--- config.mk ---
export PLATFORM = sky130hd
export DESIGN_NAME = pipe_in_arbiter
export DESIGN_NICKNAME = d
export VERILOG_FILES = /design/src/rtl/pipe_arb_pkg.sv /design/src/rtl/pipe_in_slot.sv /design/src/rtl/pipe_in_arbiter.sv
export SDC_FILE = /design/constraint.sdc
export NUM_CORES = 1
export LEC_CHECK = 0
export CORE_MARGIN = 10
export CORE_UTILIZATION = 50
export CTS_CLUSTER_DIAMETER = 80
export CTS_CLUSTER_SIZE = 25
export DETAILED_ROUTE_END_ITERATION = 10
export GPL_ROUTABILITY_DRIVEN = 0
export PLACE_DENSITY = 0.83
export SLEW_MARGIN = 40
export SYNTH_ARGS = -nofsm -noshare
export SYNTH_HDL_FRONTEND = slang
export SYNTH_SLANG_ARGS = --single-unit
--- constraint.sdc ---
create_clock -name CLK -period 5.75 [get_ports CLK]
set_clock_uncertainty 0.1 [all_clocks]
set_input_delay 1.725 -clock CLK [delete_from_list [all_inputs] [get_ports CLK]]
set_output_delay 1.725 -clock CLK [all_outputs]
set_load 0.02 [all_outputs]
--- src/rtl/pipe_arb_pkg.sv ---
// Shared definitions for the round-robin PipeIn arbiter.
//   DEFAULT_W : default payload width (PipeIn_OC_3, 32 + 64 bits)
//   MAX_N     : largest supported producer count
//   clog2     : ceiling log2, used to size the grant/pointer fields
//   rr_pick   : rotating first-set search over the slot occupancy flags
package pipe_arb_pkg;

  localparam int DEFAULT_W = 96;
  localparam int MAX_N     = 16;

  // Smallest r with 2**r >= value.
  function automatic int clog2(input int value);
    int r;
    r = 0;
    while ((1 << r) < value) begin
      r = r + 1;
    end
    return r;
  endfunction

  // First index with full[] set, scanning ptr, ptr+1, ..., n-1, 0, ..., ptr-1.
  // Returns 0 when nothing is set; callers gate on any-full separately.
  function automatic logic [3:0] rr_pick(input logic [MAX_N-1:0] full,
                                         input logic [3:0]       ptr,
                                         input int               n);
    logic [3:0] pick;
    logic       found;
    logic [4:0] sum;
    pick  = 4'd0;
    found = 1'b0;
    for (int k = 0; k < MAX_N; k++) begin
      if (k < n) begin
        // ptr < n and k < n, so one subtraction brings the sum back into range
        sum = {1'b0, ptr} + 5'(k);
        if (sum >= 5'(n)) begin
          sum = sum - 5'(n);
        end else begin
          sum = sum;
        end
        if (!found && full[sum[3:0]]) begin
          pick  = sum[3:0];
          found = 1'b1;
        end else begin
          found = found;
        end
      end else begin
        found = found;
      end
    end
    return pick;
  endfunction

endpackage

--- src/rtl/pipe_in_slot.sv ---
// One-entry holding slot for a single upstream PipeIn producer.
//   CLK, RST  : clock, synchronous active-high reset
//   enq__ENA  : producer enqueue strobe (honoured only while enq__RDY is high)
//   enq_v     : producer payload
//   deq       : arbiter is forwarding this slot this cycle
//   enq__RDY  : producer guard, high while the slot is empty and not in reset
//   full      : slot occupancy
//   data      : buffered payload
module pipe_in_slot
  import pipe_arb_pkg::*;
#(
  parameter int W = DEFAULT_W
) (
  input  logic         CLK,
  input  logic         RST,
  input  logic         enq__ENA,
  input  logic [W-1:0] enq_v,
  input  logic         deq,
  output logic         enq__RDY,
  output logic         full,
  output logic [W-1:0] data
);

  logic         full_q;
  logic         full_d;
  logic [W-1:0] data_q;
  logic [W-1:0] data_d;

  assign enq__RDY = !full_q && !RST;
  assign full     = full_q;
  assign data     = data_q;

  // Next slot state: capture only into an empty slot, drain on deq.
  // A slot being drained is full, so its RDY is low and the two never coincide.
  always_comb begin
    full_d = full_q;
    data_d = data_q;
    if (enq__ENA && enq__RDY) begin
      full_d = 1'b1;
      data_d = enq_v;
    end else if (deq) begin
      full_d = 1'b0;
    end else begin
      full_d = full_q;
    end
  end

  // Slot register with synchronous reset discarding any buffered word.
  always_ff @(posedge CLK) begin
    if (RST) begin
      full_q <= 1'b0;
      data_q <= '0;
    end else begin
      full_q <= full_d;
      data_q <= data_d;
    end
  end

endmodule

--- src/rtl/pipe_in_arbiter.sv ---
// Round-robin arbiter sharing one downstream PipeIn enq port between N producers.
//   CLK, RST      : clock, synchronous active-high reset
//   in_enq__ENA   : per-producer enqueue strobes
//   in_enq_v      : producer i payload at [i*W +: W]
//   in_enq__RDY   : per-producer guards (slot empty, not in reset)
//   out_enq__ENA  : enqueue to the shared sink
//   out_enq_v     : forwarded payload (0 when no slot is full)
//   out_enq__RDY  : sink guard
//   grant         : index of the forwarded slot, meaningful while out_enq__ENA is high
// Outputs depend only on registered slot state, ptr, RST and out_enq__RDY;
// no in_enq__ENA reaches an output combinationally.
module pipe_in_arbiter
  import pipe_arb_pkg::*;
#(
  parameter  int N  = 4,
  parameter  int W  = DEFAULT_W,
  localparam int PW = clog2(N)
) (
  input  logic           CLK,
  input  logic           RST,
  input  logic [N-1:0]   in_enq__ENA,
  input  logic [N*W-1:0] in_enq_v,
  output logic [N-1:0]   in_enq__RDY,
  output logic           out_enq__ENA,
  output logic [W-1:0]   out_enq_v,
  input  logic           out_enq__RDY,
  output logic [PW-1:0]  grant
);

  logic [N-1:0]  full_s;
  logic [N-1:0]  deq_s;
  logic [W-1:0]  data_s [N];
  logic [PW-1:0] pick_s;
  logic          any_full_s;
  logic          xfer_s;
  logic [PW-1:0] ptr_q;
  logic [PW-1:0] ptr_d;

  for (genvar i = 0; i < N; i++) begin : g_slot
    pipe_in_slot #(.W(W)) u_slot (
      .CLK      (CLK),
      .RST      (RST),
      .enq__ENA (in_enq__ENA[i]),
      .enq_v    (in_enq_v[i*W +: W]),
      .deq      (deq_s[i]),
      .enq__RDY (in_enq__RDY[i]),
      .full     (full_s[i]),
      .data     (data_s[i])
    );
    assign deq_s[i] = xfer_s && (pick_s == PW'(i));
  end

  assign any_full_s = |full_s;
  assign pick_s     = PW'(rr_pick(16'(full_s), 4'(ptr_q), N));
  assign xfer_s     = any_full_s && out_enq__RDY && !RST;

  // Output drive: payload and grant are forced to 0 when nothing is buffered.
  always_comb begin
    out_enq__ENA = xfer_s;
    if (any_full_s && !RST) begin
      out_enq_v = data_s[pick_s];
      grant     = pick_s;
    end else begin
      out_enq_v = '0;
      grant     = '0;
    end
  end

  // Pointer advances past the slot just forwarded, so it has lowest priority next.
  always_comb begin
    ptr_d = ptr_q;
    if (xfer_s) begin
      if (int'(pick_s) == N - 1) begin
        ptr_d = '0;
      end else begin
        ptr_d = pick_s + PW'(1);
      end
    end else begin
      ptr_d = ptr_q;
    end
  end

  // Round-robin pointer register.
  always_ff @(posedge CLK) begin
    if (RST) begin
      ptr_q <= '0;
    end else begin
      ptr_q <= ptr_d;
    end
  end

endmodule

==> results of run 1 <==
registers in the layout, indices dropped and copies added (netlist names):
name,flops
ptr_q,2
g_slot.u_slot.full,4
g_slot.u_slot.data,384
power groups by stage:
stage | clock [W] | sequential [W] | combinational [W]
floorplan | 0 | 0.00314 | 0.00294
global placement | 0 | 0.00319 | 0.00467
detailed placement | 0 | 0.00320 | 0.00474
CTS | 0.00212 | 0.00314 | 0.00485
global route | 0.00222 | 0.00318 | 0.00530
finish | 0.00210 | 0.00315 | 0.00501
repair_timing:
| item | CTS | global route |
|---|---|---|
| cloned | 3 | 0 |
| gates resized for setup | 114 | 18 |
| pin swaps | 2 | 0 |
| endpoints found under the setup margin | 91 | 65 |
| setup buffers | 6 | 0 |
how the worst max path moves through the flow:
stage                     startpoint       endpoint  slack, ps  cells past startpoint
after global placement           RST  out_enq_v[95]         90                     10
after CTS                   ptr_q[1]  out_enq_v[51]          4                     12
after detailed placement         RST  out_enq_v[95]         60                     10
after global routing        ptr_q[1]  out_enq_v[83]         20                     12
after floorplan             ptr_q[0]  out_enq_v[83]        540                     14
final                       ptr_q[1]  out_enq_v[94]        130                     12
kinds of logic (layout without fill, tap and decap cells):
kind of cell,count (synthesis),in the layout,synth area share [%]
flip-flops,390,390,37.79
AO/OA/AOI/OAI,925,925,24.29
adder cells (fa/ha/maj),4,4,0.2423
multiplexers,103,103,5.057
other,0,27,0
buffers and inverters,294,608,5.996
AND/OR/NAND/NOR,1376,1376,26.62
synth_stat cells, types with 3 or more instances:
master / instances / area share [%]
a211oi_1: 46 / 1.7
a21oi_1: 48 / 1.2
and2_1: 6 / 0.18
buf_1: 11 / 0.20
buf_2: 24 / 0.58
buf_4: 12 / 0.44
buf_6: 8 / 0.44
clkbuf_1: 235 / 4.3
dfxtp_1: 390 / 38
ha_1: 4 / 0.24
inv_1: 3 / 0.055
mux2i_1: 101 / 4.9
nand2_1: 877 / 16
nand2b_1: 3 / 0.091
nand3_1: 50 / 1.2
nand4_1: 45 / 1.4
nor2_1: 294 / 5.3
nor3_1: 96 / 2.3
o21ai_0: 674 / 16
o21ai_1: 40 / 0.97
o22ai_1: 51 / 1.5
o31ai_1: 50 / 1.8
critical path: stages (launching register included):
cell,delay [ps]
dfxtp_1,400
inv_1,150
ha_4,270
nand2b_1,170
a211o_1,390
a21oi_4,270
buf_12,150
nor3_1,60
a21oi_4,260
bufbuf_16,370
o21ai_0,100
o21ai_1,380
buf_4,230
layer usage:
metal	vias up	share of wire, %
li1	11138	-
met1	11231	38
met2	1550	46
met3	376	9.3
met4	6	7.1
met5	-	0.047
layout make-up:
type,instances,share of cell area (%)
Sequential cell,390,28.84
Inverter,4,0.09240
Tap cell,532,2.458
Clock inverter,19,0.8778
Clock buffer,28,2.504
Timing Repair Buffer,557,21.54
Multi-Input combinational cell,2408,43.44
Antenna cell,27,0.2495
per-stage QoR:
| stage | worst slack (ps) | total power (W) | hold slack, ps | instance area [µm²] | cells |
|---|---|---|---|---|---|
| floorplan | 538.4 | 0.006077 | 335.3 | 20660 | 3092 |
| global placement | 90.73 | 0.007853 | 342.8 | 25840 | 3880 |
| detailed placement | 59.80 | 0.007942 | 350.5 | 25870 | 3881 |
| CTS | 4.232 | 0.01011 | 364.2 | 26940 | 3937 |
| global route | 24.12 | 0.01070 | 382.8 | 27070 | 3962 |
| finish | 133.0 | 0.01025 | 361.8 | 27080 | 3965 |
==> impl_metrics.json, run 1 <==
{
  "detail_route.first_pass.iterations": 6,
  "timing.setup.critical_path_class": "reg2out",
  "synthesis.area_um2": 20660,
  "clk_sink_count": 390,
  "mean_post_synth_cell_area_um2": 6.681,
  "grt.met1_usage_pct": 37.91,
  "timing.critical_path.arrival_ps": 3790,
  "timing.final.setup_violations": 0,
  "multi_input_area_um2": 11760,
  "detail_route.drc_violations": 0,
  "core_area_um2": 40830,
  "path_clk_slew_ps": 90,
  "drt_iter0_drc": 3614,
  "synth_cell_type_count": 43,
  "maximum_frequency_from_static_timing_analysis_mhz": 178.0,
  "outcome": "completed",
  "ff2ff_path_depth": 10,
  "total_leakage_power_nw": 9.930,
  "drtAntennaViolNets": 0,
  "critical_path_peak_fanout": 24,
  "proportion_of_synthesized_chip_area_in_sequential_cells_pct": 37.79,
  "drv_cap": 0,
  "layout_commonest_cell": "nand2_1",
  "worst_pin_slew_ps": 830.6,
  "p_per_area_nw_per_um2": 378.6,
  "fp.dieH_um": 223.3,
  "r2r_slack_ps": 2820,
  "floorplan.initialDensity_pct": 50.59,
  "floorplan.rows": 74,
  "worst_ir_drop_vdd_mv": 0.3166,
  "synthCells": 3092,
  "routed-via-count": 24301,
  "utilization_of_the_core_after_routing_pct": 66.33,
  "register_cell_area_after_layout_um2": 7811,
  "antenna_found_initial": 28,
  "die_footprint_um2": 49850,
  "r2r-end": "ptr_q[1]",
  "post_route_cells_drive_above_1_share_pct": 4.610,
  "synth_enable_flop_cells": 0,
  "timing.final.crit_share_pct": 97.69,
  "final_net_count": 3782,
  "cellInternalPower_w": 0.005747,
  "die_w_um": 223.3,
  "warnings_synthesis": 0,
  "fill_cells": 3573,
  "global_route.peak_usage_layer": "met2",
  "power.share.clock_pct": 20.4,
  "synth_flop_cell": "dfxtp_1",
  "grt_overflow_total": 0,
  "syn2layout_area_growth_pct": 31.09,
  "asyncSetResetFlopFracSynth_pct": 0,
  "grtUsageMet2_pct": 51.39,
  "holdBufCountCts": 0,
  "cp_data_required_time_ps": 3920,
  "destination_of_the_worst_hold_path": "g_slot[0].u_slot.data[46]",
  "grtUsageTotal_pct": 32.10,
  "timing.hold.worst.start": "g_slot[0].u_slot.data[46]",
  "period_minus_slack_ps": 5617,
  "globalRouteMet3Util_pct": 7.113,
  "switching_power_w": 0.004507,
  "end_kind": "primary output",
  "place.port_buffers": 493,
  "startpoint_type": "flop",
  "num_io_pins": 494,
  "first_global_vias": 23041,
  "tritoncts.num_buffers": 26,
  "cts_tree": "done",
  "setup_tns_ps": 0,
  "clock-root-buffer": "clkbuf_16",
  "synth.net_count": 3487,
  "maximum_number_of_pins_on_one_net_before_global_route_repair": 194,
  "dpl.hpwl_um": 56270,
  "comb_power_share_pct": 48.8,
  "drt_wl_total_um": 85560,
  "power.sequential.fraction_pct": 30.7,
  "vias_per_cell": 6.129,
  "regToRegStartpoint": "ptr_q[0]",
  "mostFrequentLayoutCells": "nand2_1, o21ai_0, clkdlybuf4s50_1, dfxtp_1, nor2_1",
  "worstSkewPairLatency_ps": 600,
  "yosys_register_bits": 390,
  "min-delay-path-class": "reg2reg",
  "detail_route.wl_per_cell_um": 21.58,
  "number_of_h_tree_branching_levels": 1,
  "holdPathStages": 2,
  "power.share.switching_pct": 43.96,
  "slew-limit-headroom_pct": 44.04,
  "maximum_buffer_depth_of_the_clock_tree": 3,
  "rsz_0062_raised_after_global_routing": "no",
  "hold_violations": 0,
  "grt_first_pass_wirelength_um": 130400,
  "final_max_slew_viol_count": 0
}
Power figures use the tool's default switching activity.
==> run 2, diff against run 1 <==
--- a/config.mk
+++ b/config.mk
@@ -7,6 +7,7 @@
 export LEC_CHECK = 0
 export CORE_MARGIN = 10
 export CORE_UTILIZATION = 50
+export CTS_BUF_LIST = sky130_fd_sc_hd__clkbuf_16
 export CTS_CLUSTER_DIAMETER = 80
 export CTS_CLUSTER_SIZE = 25
 export DETAILED_ROUTE_END_ITERATION = 10
==> impl_metrics.json, run 2 (synthesis results as in run 1) <==
{
  "outcome": "completed",
  "p_per_area_nw_per_um2": 377.4,
  "routed-via-count": 24211,
  "drtAntennaViolNets": 0,
  "grt_first_pass_wirelength_um": 130100,
  "min-delay-path-class": "reg2reg",
  "cp_data_required_time_ps": 3920,
  "power.share.switching_pct": 44.03,
  "maximum_buffer_depth_of_the_clock_tree": 3,
  "grt.met1_usage_pct": 37.92,
  "num_io_pins": 494,
  "floorplan.rows": 74,
  "clk_sink_count": 390,
  "final_max_slew_viol_count": 0,
  "critical_path_peak_fanout": 24,
  "cellInternalPower_w": 0.005714,
  "die_footprint_um2": 49850,
  "core_area_um2": 40830,
  "worstPathBufferInverterCount": 4,
  "rsz_0062_raised_after_global_routing": "no",
  "holdBufCountCts": 0,
  "startpoint_type": "flop",
  "dpl.hpwl_um": 56270,
  "grt_overflow_total": 0,
  "path_clk_slew_ps": 90,
  "largest_register_ff_count": 384,
  "comb_power_share_pct": 48.9,
  "detail_route.wl_per_cell_um": 21.50,
  "drv_cap": 0,
  "cts_tree": "done",
  "drt_wl_total_um": 85250,
  "die_w_um": 223.3,
  "clock-root-buffer": "clkbuf_16",
  "final_net_count": 3782,
  "detail_route.drc_violations": 0,
  "mostFrequentLayoutCells": "nand2_1, o21ai_0, clkdlybuf4s50_1, dfxtp_1, nor2_1",
  "timing.setup.critical_path_class": "reg2out",
  "maximum_frequency_from_static_timing_analysis_mhz": 177.6,
  "timing.critical_path.arrival_ps": 3810,
  "drt_iter0_drc": 3465,
  "timing.final.setup_violations": 0,
  "switching_power_w": 0.004495,
  "place.port_buffers": 493,
  "post_route_cells_drive_above_1_share_pct": 4.463,
  "floorplan.initialDensity_pct": 50.59,
  "crit_slowest_cell": "dfxtp_1",
  "final_non_filler_cell_area_um2": 27050,
  "hold_violations": 0,
  "period_minus_slack_ps": 5632,
  "fp.dieH_um": 223.3,
  "critical_path.cell_chain": "inv_1 -> ha_4 -> nand2b_1 -> a211o_1 -> a21oi_4 -> buf_12 -> nor3_1 -> a21oi_4 -> bufbuf_16 -> o21ai_0 -> o21ai_1 -> buf_4",
  "worstSkewPairLatency_ps": 590,
  "utilization_of_the_core_after_routing_pct": 66.25,
  "antenna_found_initial": 28,
  "power.share.clock_pct": 20.3,
  "worst_ir_drop_vdd_mv": 0.3152,
  "grtUsageMet2_pct": 51.37,
  "setup_tns_ps": 0,
  "maximum_number_of_pins_on_one_net_before_global_route_repair": 194,
  "grtUsageTotal_pct": 31.98,
  "globalRouteMet3Util_pct": 6.760,
  "largest_delay_share_family_worst_path": "compound AO/OA/AOI/OAI gates",
  "vias_per_cell": 6.106,
  "power.sequential.fraction_pct": 30.9,
  "layout_commonest_cell": "nand2_1",
  "slew-limit-headroom_pct": 44.57,
  "tritoncts.num_buffers": 26,
  "first_global_vias": 23020,
  "detail_route.first_pass.iterations": 8,
  "placement.cell_area_um2": 25870,
  "timing.final.crit_share_pct": 97.94,
  "syn2layout_area_growth_pct": 30.95,
  "total_leakage_power_nw": 9.922,
  "number_of_h_tree_branching_levels": 1,
  "worst_pin_slew_ps": 822.8,
  "cp_slowest_stage_delay_ps": 400,
  "global_route.peak_usage_layer": "met2",
  "worst_path_most_repeated_cell": "a21oi_4",
  "end_kind": "primary output"
}
run 2: final timing paths:
kind | start | endpoint | slack, ps | depth (start not counted)
max | ptr_q[1] | out_enq_v[94] | 120 | 12
min | g_slot[1].u_slot.data[14] | g_slot[1].u_slot.data[14] | 360 | 2
max reg2reg | ptr_q[1] | ptr_q[1] | 2790 | 10
min reg2reg | g_slot[1].u_slot.data[14] | g_slot[1].u_slot.data[14] | 360 | 2
run 2: worst min-delay path, stage by stage (launching register included):
cell	delay [ps]
dfxtp_1	310
nand2_1	50
o21ai_0	60
run 2: routing by layer:
metal / up-vias / routed length (µm)
li1: 11145 / -
met1: 11195 / 32090
met2: 1516 / 39510
met3: 351 / 7756
met4: 4 / 5868
met5: - / 28
run 2: power by group through the flow:
stage / logic (W) / clock network, W / registers, W
after detailed placement: 0.00474 / 0 / 0.00320
after floorplan: 0.00294 / 0 / 0.00314
after global placement: 0.00467 / 0 / 0.00319
final: 0.00499 / 0.00207 / 0.00315
after global routing: 0.00528 / 0.00219 / 0.00318
after CTS: 0.00484 / 0.00209 / 0.00314
run 2: stage by stage:
stage / instances / worst slack [ps] / total power [W] / hold slack, ps
floorplan: 3092 / 538.4 / 0.006077 / 335.3
global placement: 3880 / 90.73 / 0.007853 / 342.8
detailed placement: 3881 / 59.80 / 0.007942 / 350.5
CTS: 3937 / 4.232 / 0.01007 / 364.2
global route: 3963 / 37.53 / 0.01066 / 382.8
finish: 3965 / 118.3 / 0.01021 / 361.3
run 2: what timing repair did:
item / CTS / global route
pin swaps: 2 / 0
setup buffers: 6 / 0
endpoints found under the setup margin: 91 / 60
resized for setup: 113 / 13
gates cloned: 3 / 0
run 2: area by class of cell:
class	instances	area [µm²]
antenna	27	67.56
clock buffer	26	650.6
clock inverter	21	245.2
fill	3576	13780
inverter	4	25.02
multi-input combinational	2408	11760
sequential	390	7811
tap	532	665.6
timing repair buffer	557	5831
